<file path="src/rtl/alu_pkg.sv">
// Shared constants for the ALU issue stage: register-file geometry, ALU function codes
// and the operand-forwarding hit test.
package alu_pkg;

    localparam int unsigned NREGS  = 8;
    localparam int unsigned IDX_W  = 3;
    localparam int unsigned DATA_W = 32;
    localparam int unsigned F_W    = 3;

    localparam logic [F_W-1:0] F_AND = 3'b000;
    localparam logic [F_W-1:0] F_OR  = 3'b001;
    localparam logic [F_W-1:0] F_ADD = 3'b010;
    localparam logic [F_W-1:0] F_SUB = 3'b110;
    localparam logic [F_W-1:0] F_SLT = 3'b111;

    // r0 is constant zero, so an in-flight write to it must never be forwarded
    function automatic logic fwd_hit(input logic             ex_valid,
                                     input logic [IDX_W-1:0] ex_rd,
                                     input logic [IDX_W-1:0] rs);
        return ex_valid && (ex_rd == rs) && (rs != '0);
    endfunction

endpackage

</file>
<file path="src/rtl/regfile8x32.sv">
// 8 x 32 register file: two asynchronous read ports, one synchronous write port,
// entry 0 hardwired to zero.
module regfile8x32
    import alu_pkg::*;
(
    input  logic              clk,
    input  logic              rst_n,
    input  logic [IDX_W-1:0]  ra1_i,
    input  logic [IDX_W-1:0]  ra2_i,
    output logic [DATA_W-1:0] rd1_o,
    output logic [DATA_W-1:0] rd2_o,
    input  logic              we_i,
    input  logic [IDX_W-1:0]  wa_i,
    input  logic [DATA_W-1:0] wd_i
);

    logic [DATA_W-1:0] mem_q [NREGS];

    always_ff @(posedge clk or negedge rst_n) begin
        if (!rst_n) begin
            mem_q <= '{default: '0};
        end else if (we_i && (wa_i != '0)) begin
            mem_q[wa_i] <= wd_i;
        end
    end

    assign rd1_o = (ra1_i == '0) ? '0 : mem_q[ra1_i];
    assign rd2_o = (ra2_i == '0) ? '0 : mem_q[ra2_i];

endmodule

</file>
<file path="src/rtl/alu_issue_stage.sv">
// ALU issue stage: reads operands (with forwarding from the execute slot), drives an
// external ALU, writes back its result and holds it in a result register for downstream.
module alu_issue_stage
    import alu_pkg::*;
(
    input  logic              clk,
    input  logic              rst_n,
    input  logic              in_valid,
    output logic              in_ready,
    input  logic [F_W-1:0]    in_f,
    input  logic [IDX_W-1:0]  in_rd,
    input  logic [IDX_W-1:0]  in_rs1,
    input  logic [IDX_W-1:0]  in_rs2,
    output logic [DATA_W-1:0] alu_a,
    output logic [DATA_W-1:0] alu_b,
    output logic [F_W-1:0]    alu_f,
    input  logic [DATA_W-1:0] alu_y,
    input  logic              alu_zero,
    output logic              res_valid,
    input  logic              res_ready,
    output logic [DATA_W-1:0] res_data,
    output logic [IDX_W-1:0]  res_rd,
    output logic              res_zero
);

    logic [DATA_W-1:0] rf_rd1, rf_rd2;
    logic              accept, ex_adv;

    logic              ex_valid_q,  ex_valid_d;
    logic [IDX_W-1:0]  ex_rd_q,     ex_rd_d;
    logic [DATA_W-1:0] alu_a_q,     alu_a_d;
    logic [DATA_W-1:0] alu_b_q,     alu_b_d;
    logic [F_W-1:0]    alu_f_q,     alu_f_d;
    logic              res_valid_q, res_valid_d;
    logic [DATA_W-1:0] res_data_q,  res_data_d;
    logic [IDX_W-1:0]  res_rd_q,    res_rd_d;
    logic              res_zero_q,  res_zero_d;

    regfile8x32 u_rf (
        .clk   (clk),
        .rst_n (rst_n),
        .ra1_i (in_rs1),
        .ra2_i (in_rs2),
        .rd1_o (rf_rd1),
        .rd2_o (rf_rd2),
        .we_i  (ex_adv),
        .wa_i  (ex_rd_q),
        .wd_i  (alu_y)
    );

    assign ex_adv   = ex_valid_q && (!res_valid_q || res_ready);
    assign in_ready = !ex_valid_q || ex_adv;
    assign accept   = in_valid && in_ready;

    // Accepting while ex_valid implies ex_adv, so the forwarded alu_y is also the value
    // being written to the register file on this same edge.
    always_comb begin
        ex_valid_d  = ex_valid_q;
        ex_rd_d     = ex_rd_q;
        alu_a_d     = alu_a_q;
        alu_b_d     = alu_b_q;
        alu_f_d     = alu_f_q;
        res_valid_d = res_valid_q;
        res_data_d  = res_data_q;
        res_rd_d    = res_rd_q;
        res_zero_d  = res_zero_q;

        if (accept) begin
            ex_valid_d = 1'b1;
            ex_rd_d    = in_rd;
            alu_f_d    = in_f;
            alu_a_d    = fwd_hit(ex_valid_q, ex_rd_q, in_rs1) ? alu_y : rf_rd1;
            alu_b_d    = fwd_hit(ex_valid_q, ex_rd_q, in_rs2) ? alu_y : rf_rd2;
        end else if (ex_adv) begin
            ex_valid_d = 1'b0;
        end

        if (ex_adv) begin
            res_valid_d = 1'b1;
            res_data_d  = alu_y;
            res_rd_d    = ex_rd_q;
            res_zero_d  = alu_zero;
        end else if (res_valid_q && res_ready) begin
            res_valid_d = 1'b0;
        end
    end

    always_ff @(posedge clk or negedge rst_n) begin
        if (!rst_n) begin
            ex_valid_q  <= 1'b0;
            ex_rd_q     <= '0;
            alu_a_q     <= '0;
            alu_b_q     <= '0;
            alu_f_q     <= '0;
            res_valid_q <= 1'b0;
            res_data_q  <= '0;
            res_rd_q    <= '0;
            res_zero_q  <= 1'b0;
        end else begin
            ex_valid_q  <= ex_valid_d;
            ex_rd_q     <= ex_rd_d;
            alu_a_q     <= alu_a_d;
            alu_b_q     <= alu_b_d;
            alu_f_q     <= alu_f_d;
            res_valid_q <= res_valid_d;
            res_data_q  <= res_data_d;
            res_rd_q    <= res_rd_d;
            res_zero_q  <= res_zero_d;
        end
    end

    assign alu_a     = alu_a_q;
    assign alu_b     = alu_b_q;
    assign alu_f     = alu_f_q;
    assign res_valid = res_valid_q;
    assign res_data  = res_data_q;
    assign res_rd    = res_rd_q;
    assign res_zero  = res_zero_q;

endmodule

</file>
<file path="config.mk">
export PLATFORM = sky130hd
export DESIGN_NAME = alu_issue_stage
export DESIGN_NICKNAME = d
export VERILOG_FILES = /design/src/rtl/alu_pkg.sv /design/src/rtl/regfile8x32.sv /design/src/rtl/alu_issue_stage.sv
export SDC_FILE = /design/constraint.sdc
export NUM_CORES = 1
export LEC_CHECK = 0
export CAP_MARGIN = 15
export CORE_MARGIN = 1.5
export CORE_UTILIZATION = 40
export DETAILED_ROUTE_END_ITERATION = 16
export GPL_ROUTABILITY_DRIVEN = 0
export SLEW_MARGIN = 10
export SYNTH_ARGS = -nofsm -noshare
export SYNTH_HDL_FRONTEND = slang
export SYNTH_SLANG_ARGS = --single-unit
</file>
<file path="constraint.sdc">
create_clock -name clk -period 2.2 [get_ports clk]
set_input_delay 0.55 -clock clk [delete_from_list [all_inputs] [get_ports clk]]
set_output_delay 0.55 -clock clk [all_outputs]
set_load 0.02 [all_outputs]
</file>
# == Word-level counts from Yosys, hierarchy flattened ==
# Index checks and enable logic that the tools add are counted.
# word_totals
regBits,364
input_bits,49
out_inout_bits,105
wordCells,63
# classes
n_lt_le_gt_ge,4
eq_ne,2
n_mux,17
bitwise_logic,3
n_reduce_logical,20
# ops
cell,count
2-to-1 mux 32 bit,9
bitwise mux 256 bit,1
binary-select mux 32 bit (select 3 bit),2
demux 32 bit (select 3 bit),1
">= comparator 4 bit, second input constant",3
NOT 3 -> 4 bit,3
logical AND 1 bit,9
nonzero test 3 bit,3
== test 3 bit,2
zero test 3 bit,2
"< comparator 4 x 1 -> 1 bit, second input constant",1
2-to-1 mux 1 bit,4
nonzero test 2 bit,2
zero test 1 bit,2
logical OR 1 bit,2

# == Logic depth before layout (Yosys ltp) ==
# Gate-level depths: netlist of run 1.
# logic_depth
word_depth,6
ltp_mapped,7
depth_no_buf,4

# == By module ==
# A second synthesis of run 1 with hierarchy kept.
# hier_totals
hier_cells,1346
area_unflattened_um2,16965.0
# modules_own_cells
module,instances,cells_each,area_per_inst_um2,seq_area_each_um2
regfile8x32,1,874,12057.8,5605.4
alu_issue_stage,1,472,4907.2,2702.6

# == Least setup slack after synthesis of run 1 ==
# No wires, ideal clock.
# synth_timing
path_kind,input to register
from,in in_rs2[0]
to,"reg alu_b_q[30], in the netlist alu_b[30]"
setup_time_ns,0.138
arrival_time_ns,1.798
required_ns,2.062
path_slack_ns,0.264
path_stages,6
n_path_buf,3
path_cell_list,buf_2 buf_6 buf_4 mux4_2 mux2i_1 o221ai_1
# synth_between
elab_chain_cells,6
elab_cells_between_ends,11
classes_between,1 x eq/ne; 5 x mux; 1 x bitwise; 4 x reduce/logical
# synth_rtl
element,line_no,rtl
from (decl),alu_issue_stage.sv:13,"input logic [IDX_W-1:0] in_rs2,"
NOT 3 -> 4 bit (not written as such),regfile8x32.sv:28,assign rd2_o = (ra2_i == '0) ? '0 : mem_q[ra2_i];
binary-select mux 32 bit (select 3 bit),regfile8x32.sv:28,
2-to-1 mux 32 bit (not written as such) (2 in series),regfile8x32.sv:28,
2-to-1 mux 32 bit,regfile8x32.sv:28,
2-to-1 mux 32 bit *,alu_issue_stage.sv:73,"alu_b_d = fwd_hit(ex_valid_q, ex_rd_q, in_rs2) ? alu_y : rf_rd2;"
to (signal assigned),alu_issue_stage.sv:103,alu_b_q <= alu_b_d;
to (decl),alu_issue_stage.sv:32,"logic [DATA_W-1:0] alu_b_q, alu_b_d;"
# Every way passes the cells marked *; elsewhere a longest branch is shown, timed or not. The select of a mux whose other input is x is not followed.
# A chain may end at the register's enable or synchronous reset.

# == Worst setup path in the final report of run 1 ==
# layout_timing
from,"reg alu_a_q[31], in the netlist alu_a[31]"
to,out alu_a[31]
# layout_lines
element,line_no,rtl
from (decl),alu_issue_stage.sv:31,"logic [DATA_W-1:0] alu_a_q, alu_a_d;"
from (signal assigned),alu_issue_stage.sv:102,alu_a_q <= alu_a_d;
to (decl),alu_issue_stage.sv:14,"output logic [DATA_W-1:0] alu_a,"
# No word-level cell between the ends.

==> impl_metrics.csv, run 1 <==
group,metric,value,unit
finish,n_fill_cell,3806,
yosys,post_synth_inst_count,1193,
clocking,cts_htree_levels,2,
timing,maxSlewHeadroom,59.0,%
die,die_x,214,microns
timing,worst_pin_slew,615,ps
route,dr_total_vias,10900,
yosys,syn-num-nets,1242,
power,p_switching,7770,uW
placed_design,detailed_place_hpwl,29500,microns
flow_run,drv_cap,0,
critical_path,critical_path.max_stage_delay,630,ps
power,power_frac_clock,27.3,%
route,drt-total-wl,45400,microns
route,detail_route.wl_per_cell,23.1,microns
yosys,synth-seq-area-share,51.2,%
yosys,muxShareOfSynthArea,34.6,%
timing,post-route-worst-setup-slack,40.5,ps
status,run_status,"completed",
yosys,synth.ff_latch_count,364,
die,chipHeight,214,microns
clocking,numCtsBuffers,42,
yosys,synthDominantAreaCellType,"dfrtp_1",
route,drt_iter0_markers,684,
timing,timing.final.setup_violations,0,
yosys,syn-cell-area,17800,sq um
timing,finalClockSkew,20.0,ps
clocking,clock_sinks,364,
yosys,synth_cell_types,38,
yosys,ys.warnings.count,0,
power,pwr-share-comb,30.7,%
die,placement_rows,77,
timing,final-hold-violation-count,0,
global_route,grt_max_degree,60,
finish,nNetsFinal,1390,
clocking,clk_root_buffer_cell,"clkbuf_16",
yosys,synth_top_area_share,51.2,%
power,leakage,0.00941,uW
clocking,clk_path_buf_depth,3,
die,io_pins,154,
critical_path,critical_path.max_fanout,2,
die,start_util,40.4,%
finish,layout-area-overhead-vs-synth,22.6,%
power,switching_share_of_power,29.4,%
power,internal_power,18600,uW
finish,utilization,49.5,%
finish,area_used_by_multi_input_combinational_logic,7850,sq um
global_route,grt-ovfl-total,0,
critical_path,timing.critical_path.buf_inv,1,
die,core_area,44000,sq um
critical_path,critical_path_endpoint_category,"primary output",
route,detailedRoute.firstPassIterationCount,5,
yosys,fraction_of_the_mapped_netlist_area_in_compound_gates,5.43,%
hold_path,hp-class,"flop to flop",
global_route,antenna_found_initial,2,
placed_design,pre_cts_ws,-343,ps
placed_design,placement.io_buffers,153,
critical_path,crit_path_start_kind,"flop",
timing,max_clock_freq,0.463,GHz
clocking,worst_setup_hold_path_clk_slew,60,ps
power,powerDensity,1210,nW/um^2
route,remaining_drc_errors,0,
finish,diodes,0,
critical_path,crit_family,"buffers and inverters",
die,die_area,45700,sq um
timing,grt_setup_unrepaired,"no",
timing,layout_worst_path_cycle_share,98.2,%
power,vdd_ir_drop_max,0.669,mV
critical_path,arrival,1610,ps
timing,period_needed,2160,ps
finish,regArea,9110,sq um
yosys,synthTopCellsByArea,"dfrtp_1 (51%), mux4_2 (16%), mux2_2 (12%)",
yosys,post_synth_and_or_nand_nor_area_fraction,3.59,%
global_route,via_count_of_the_first_global_routing_pass,11600,
global_route,grt_util_all_layers,20.7,%
yosys,dominant_combinational_cell_family_by_area_after_synthesis,"multiplexers",
yosys,synthAdderAreaFrac,0,%
route,antenna_violating_nets_post_route,0,
yosys,post_synth_xor_area_fraction,0.296,%
timing,maxSlewViolCount,0,
clocking,cts_tree,"built",
critical_path,critical-path-slowest-cell,"clkdlybuf4s50_1",
finish,final_layout_size_suffix_gt1_share,39.1,%
yosys,postSynthAreaPerCell,14.9,sq um
critical_path,timing.setup.critical_path_class,"flop to primary output",
global_route,first_pass_grt_wire_length,71000,microns
critical_path,crit_chain,"clkdlybuf4s50_1",
clocking,clock_insertion_delay_worst_skew,570,ps
critical_path,required,1650,ps
timing,setup_total_negative_slack,0,ps
power,p_seq_share,41.9,%
route,vias_per_cell,5.53,
==> layout by cell type (no fill, tap or decap), types with 4 or more instances in the layout <==
| cell type | n |
|---|---|
| buf_12 | 36 |
| buf_4 | 45 |
| bufinv_16 | 4 |
| clkbuf_1 | 6 |
| clkbuf_16 | 43 |
| clkbuf_8 | 10 |
| clkdlybuf4s50_1 | 142 |
| clkinv_2 | 7 |
| dfrtp_1 | 363 |
| inv_1 | 32 |
| mux2_1 | 15 |
| mux2_2 | 182 |
| mux2_4 | 30 |
| mux2i_1 | 64 |
| mux4_2 | 126 |
| nand2_1 | 118 |
| o21ai_0 | 35 |
| o221ai_1 | 34 |
| o221ai_2 | 30 |
| xnor2_1 | 6 |
==> flip-flops by register name, indices dropped and copies added, names as in the netlist <==
register    cells
alu_a          32
alu_b          32
alu_f           3
ex_rd_q         3
ex_valid_q      1
res_data       32
res_rd          3
res_valid       1
res_zero        1
u_rf.mem_q    256
==> layer usage <==
layer	routed length, microns	share of wire [%]	vias to the layer above	track usage, %
met3	1780	3.9	61	2.90
met4	967	2.1	2	6.12
met1	20300	45	5807	28.6
met2	22400	49	228	34.2
met5	8	0.018	-	0
li1	-	-	4759	-
==> cells in the mapped netlist <==
| master | instances |
|---|---|
| nand3b_1 | 2 |
| or3b_1 | 2 |
| buf_1 | 8 |
| and2_1 | 1 |
| mux2_2 | 182 |
| nor4b_4 | 2 |
| a21oi_1 | 2 |
| nand2_1 | 119 |
| nor3_2 | 1 |
| o221ai_1 | 34 |
| and2_0 | 2 |
| nand4_1 | 2 |
| o21ai_0 | 35 |
| nand2_2 | 1 |
| mux2_1 | 15 |
| o311ai_1 | 1 |
| a211oi_1 | 2 |
| xnor2_1 | 6 |
| mux2i_1 | 64 |
| nor3_1 | 1 |
| clkbuf_2 | 2 |
| buf_2 | 30 |
| nor2_1 | 1 |
| mux2_4 | 30 |
| dfrtp_1 | 364 |
| a211o_1 | 1 |
| or2_2 | 1 |
| mux4_2 | 126 |
| nand3_2 | 1 |
| or3_1 | 2 |
| o221ai_2 | 30 |
| clkbuf_1 | 50 |
| nand2b_2 | 1 |
| buf_6 | 24 |
| nand3_1 | 1 |
| nand2b_1 | 2 |
| buf_4 | 13 |
| inv_1 | 32 |
==> worst paths after layout <==
path	slack (ps)	cells past startpoint	from	end
worst max-delay path	40	1	alu_a[31]	alu_a[31]
worst min-delay path	380	0	u_rf.mem_q[249]	u_rf.mem_q[249]
worst max register to register	220	5	ex_rd_q[0]	alu_a[8]
worst min register to register	380	0	u_rf.mem_q[249]	u_rf.mem_q[249]
max in group asynchronous	990	3	rst_n	u_rf.mem_q[71]
min in group asynchronous	480	2	rst_n	alu_f[0]
==> what timing repair did <==
action	4_1_cts	5_1_grt
hold buffers	1	0
endpoints found under the hold margin	37	0
setup buffers	0	0
gates resized for setup	4	3
setup endpoints to repair	2	3
==> logic make-up after synthesis <==
kind of cell / Yosys count
multiplexers: 417
flip-flops: 364
buffers and inverters: 159
AND/OR/NAND/NOR: 142
AO/OA/AOI/OAI: 105
XOR/XNOR: 6
==> power by group through the flow <==
stage	Sequential, uW	Clock, uW	Combinational, uW
after detailed placement	11100	0	8220
after global routing	11400	7670	8730
final	11100	7220	8120
after floorplan	11300	0	4970
after global placement	11000	0	8050
after CTS	11000	7370	8230
==> cell type report <==
| class | count | area share, % |
|---|---|---|
| multi-input combinational | 670 | 36.0 |
| sequential | 364 | 41.8 |
| clock buffer | 59 | 5.67 |
| inverter | 32 | 0.551 |
| timing repair buffer | 231 | 11.7 |
| clock inverter | 15 | 0.861 |
| tap | 592 | 3.40 |
==> metrics by stage <==
stage	area [sq um]	total power (uW)	hold slack (ps)	instances
finish	21800	26400	376	1963
global route	21800	27800	396	1963
CTS	21800	26700	380	1963
detailed placement	20400	19400	367	1888
global placement	20400	19000	366	1888
floorplan	17800	16200	254	1193
Note: power is estimated with default switching activity, not from simulation.
==> run 2, diff against run 1 <==
Settings changed: CORE_MARGIN 1.5 to 3.
Clock period 2.2 ns to 2.08 ns, I/O delays scaled along.
==> run 2 against run 1 <==
- non-clock buffer count rose by 17
- critical path depth did not move
- core utilization increased by 1.0 points
- clock skew down 4.3 ps
- worst hold slack better by 4.8 ps
- clock power rose by 4.3%
- total power increased by 4.9%
- critical path type unchanged
- largest power group unchanged
==> impl_metrics.csv, run 2 (synthesis gave the netlist of run 1 again) <==
group,metric,value,unit
route,drt_iter0_markers,640,
finish,final_layout_size_suffix_gt1_share,39.6,%
placed_design,placement.io_buffers,153,
timing,maxSlewViolCount,0,
finish,nNetsFinal,1406,
global_route,antenna_found_initial,1,
power,p_seq_share,42.2,%
timing,final-hold-violation-count,0,
timing,setup_total_negative_slack,0,ps
timing,timing.final.setup_violations,0,
critical_path,crit_chain,"clkdlybuf4s50_1",
power,switching_share_of_power,29.5,%
timing,max_clock_freq,0.489,GHz
clocking,clock_sinks,364,
hold_path,hp-class,"flop to flop",
finish,largest_register_ffs,256,
clocking,postCtsSetupRepairBufs,0,
flow_run,drv_cap,0,
route,met1Wirelength,21000,microns
timing,period_needed,2040,ps
critical_path,timing.setup.critical_path_class,"flop to primary output",
route,detail_route.wl_per_cell,23.2,microns
clocking,clk_root_buffer_cell,"clkbuf_16",
clocking,clk_path_buf_depth,3,
critical_path,depth_of_the_most_critical_reg_to_reg_path,6,
global_route,grt-ovfl-total,0,
placed_design,pre_cts_ws,-391,ps
clocking,cts_tree,"built",
global_route,via_count_of_the_first_global_routing_pass,11700,
placed_design,dp_cells,1898,
route,remaining_drc_errors,0,
die,placement_rows,76,
power,p_switching,8170,uW
finish,n_fill_cell,3704,
die,io_pins,154,
route,vias_per_cell,5.51,
route,met2_length,21900,microns
timing,post-route-worst-setup-slack,35.2,ps
hold_path,hold_depth,0,
power,finalPower,27700,uW
route,antenna_violating_nets_post_route,0,
route,top_signal_layer_used,"met5",
clocking,numCtsBuffers,41,
die,start_util,40.9,%
die,chipHeight,217,microns
critical_path,ff2ff_setup_slack,160,ps
die,die_area,47000,sq um
power,internal_power,19500,uW
finish,final_common_cell,"dfrtp_1",
power,leakage,0.0101,uW
route,detailedRoute.firstPassIterationCount,5,
power,power_frac_clock,27.2,%
critical_path,critical_path.max_fanout,2,
die,core_area,43500,sq um
timing,layout_worst_path_cycle_share,98.3,%
die,die_x,217,microns
critical_path,critical_path.max_stage_delay,630,ps
global_route,first_pass_grt_wire_length,71800,microns
clocking,clock_insertion_delay_worst_skew,550,ps
finish,max_flop_register,"u_rf.mem_q",
finish,finalNonFillerCells,1974,
critical_path,critical_path_endpoint_category,"primary output",
critical_path,required,1560,ps
global_route,grt_max_degree,73,
critical_path,arrival,1520,ps
finish,layout-area-overhead-vs-synth,23.5,%
finish,layout_common_cells,"dfrtp_1 (363), mux2_2 (182), mux4_2 (126)",
timing,finalClockSkew,15.7,ps
placed_design,detailed_place_hpwl,30200,microns
status,run_status,"completed",
route,dr_total_vias,10900,
critical_path,r2r_end,"alu_a[0]",
power,powerDensity,1260,nW/um^2
clocking,worst_setup_hold_path_clk_slew,60,ps
clocking,cts_htree_levels,2,
hold_path,hold-path-endpoint,"u_rf.mem_q[249]",
power,pwr-share-comb,30.6,%
critical_path,timing.critical_path.depth,1,
power,vdd_ir_drop_max,0.602,mV
hold_path,hold_path_startpoint,"u_rf.mem_q[249]",
global_route,grt_util_all_layers,19.8,%
critical_path,regToRegStartpoint,"ex_valid_q",
critical_path,critical-path-slowest-cell,"clkdlybuf4s50_1",
route,drt-total-wl,45800,microns
route,dr_wl_met3,2010,microns
timing,worst_pin_slew,475,ps
critical_path,timing.critical_path.buf_inv,1,
critical_path,crit_family,"buffers and inverters",
timing,maxSlewHeadroom,68.3,%
critical_path,crit_path_start_kind,"flop",
-- run 2: cell types whose count changed in the layout (fill, tap and decap cells not counted), moves of 2 or more --
cell | previous run | this run
dlymetal6s2s_1 | 2 | 40
clkbuf_1 | 6 | 10
clkdlybuf4s50_1 | 142 | 79
dlygate4sd2_1 | 1 | 26
inv_6 | 2 | 0
clkinv_2 | 7 | 5
buf_4 | 45 | 62
-- run 2: area by class of cell --
class	instances	area (sq um)	share of cell area, %
antenna	1	2.50	0.0114
tap	585	732	3.33
sequential	364	9110	41.5
clock buffer	63	1240	5.65
inverter	32	120	0.547
multi-input combinational	670	7850	35.7
timing repair buffer	248	2750	12.5
clock inverter	11	169	0.769
-- run 2: how the worst max path moves through the flow --
stage	start	to	slack (ps)
4_1_cts	ex_valid_q	in_ready	-20
5_1_grt	res_data[27]	res_data[27]	-3
6_report	res_data[28]	res_data[28]	40
2_1_floorplan	in_rs2[0]	alu_b[30]	170
3_5_place_dp	res_ready	u_rf.mem_q[132]	-390
3_3_place_gp	res_ready	u_rf.mem_q[135]	-380
-- run 2: repair_timing --
item,CTS,global route
pin swaps,0,2
endpoints found under the setup margin,27,42
hold buffers,1,0
hold endpoints to repair,32,0
resized for setup,30,41
-- run 2: power groups by stage --
stage                     Clock (uW)  Combinational (uW)  Sequential, uW
after global routing            7990                9130           12100
after detailed placement           0                8730           11800
after global placement             0                8560           11600
final                           7530                8490           11700
after CTS                       7710                8650           11700
after floorplan                    0                5260           11900
-- run 2: through the flow --
| stage | instance area [sq um] | util [%] | hold slack, ps |
|---|---|---|---|
| finish | 22000 | 50.5 | 380 |
| global route | 22000 | 50.5 | 386 |
| CTS | 21900 | 50.3 | 379 |
| detailed placement | 20500 | 47.1 | 363 |
| global placement | 20500 | 47.1 | 362 |
| floorplan | 17800 | - | 224 |
-- run 2: per-layer routing --
layer  global-route usage [%]  vias up
li1                         -     4787
met1                     28.0     5795
met2                     32.3      230
met3                     3.57       58
met4                     4.20        2
met5                        0        -
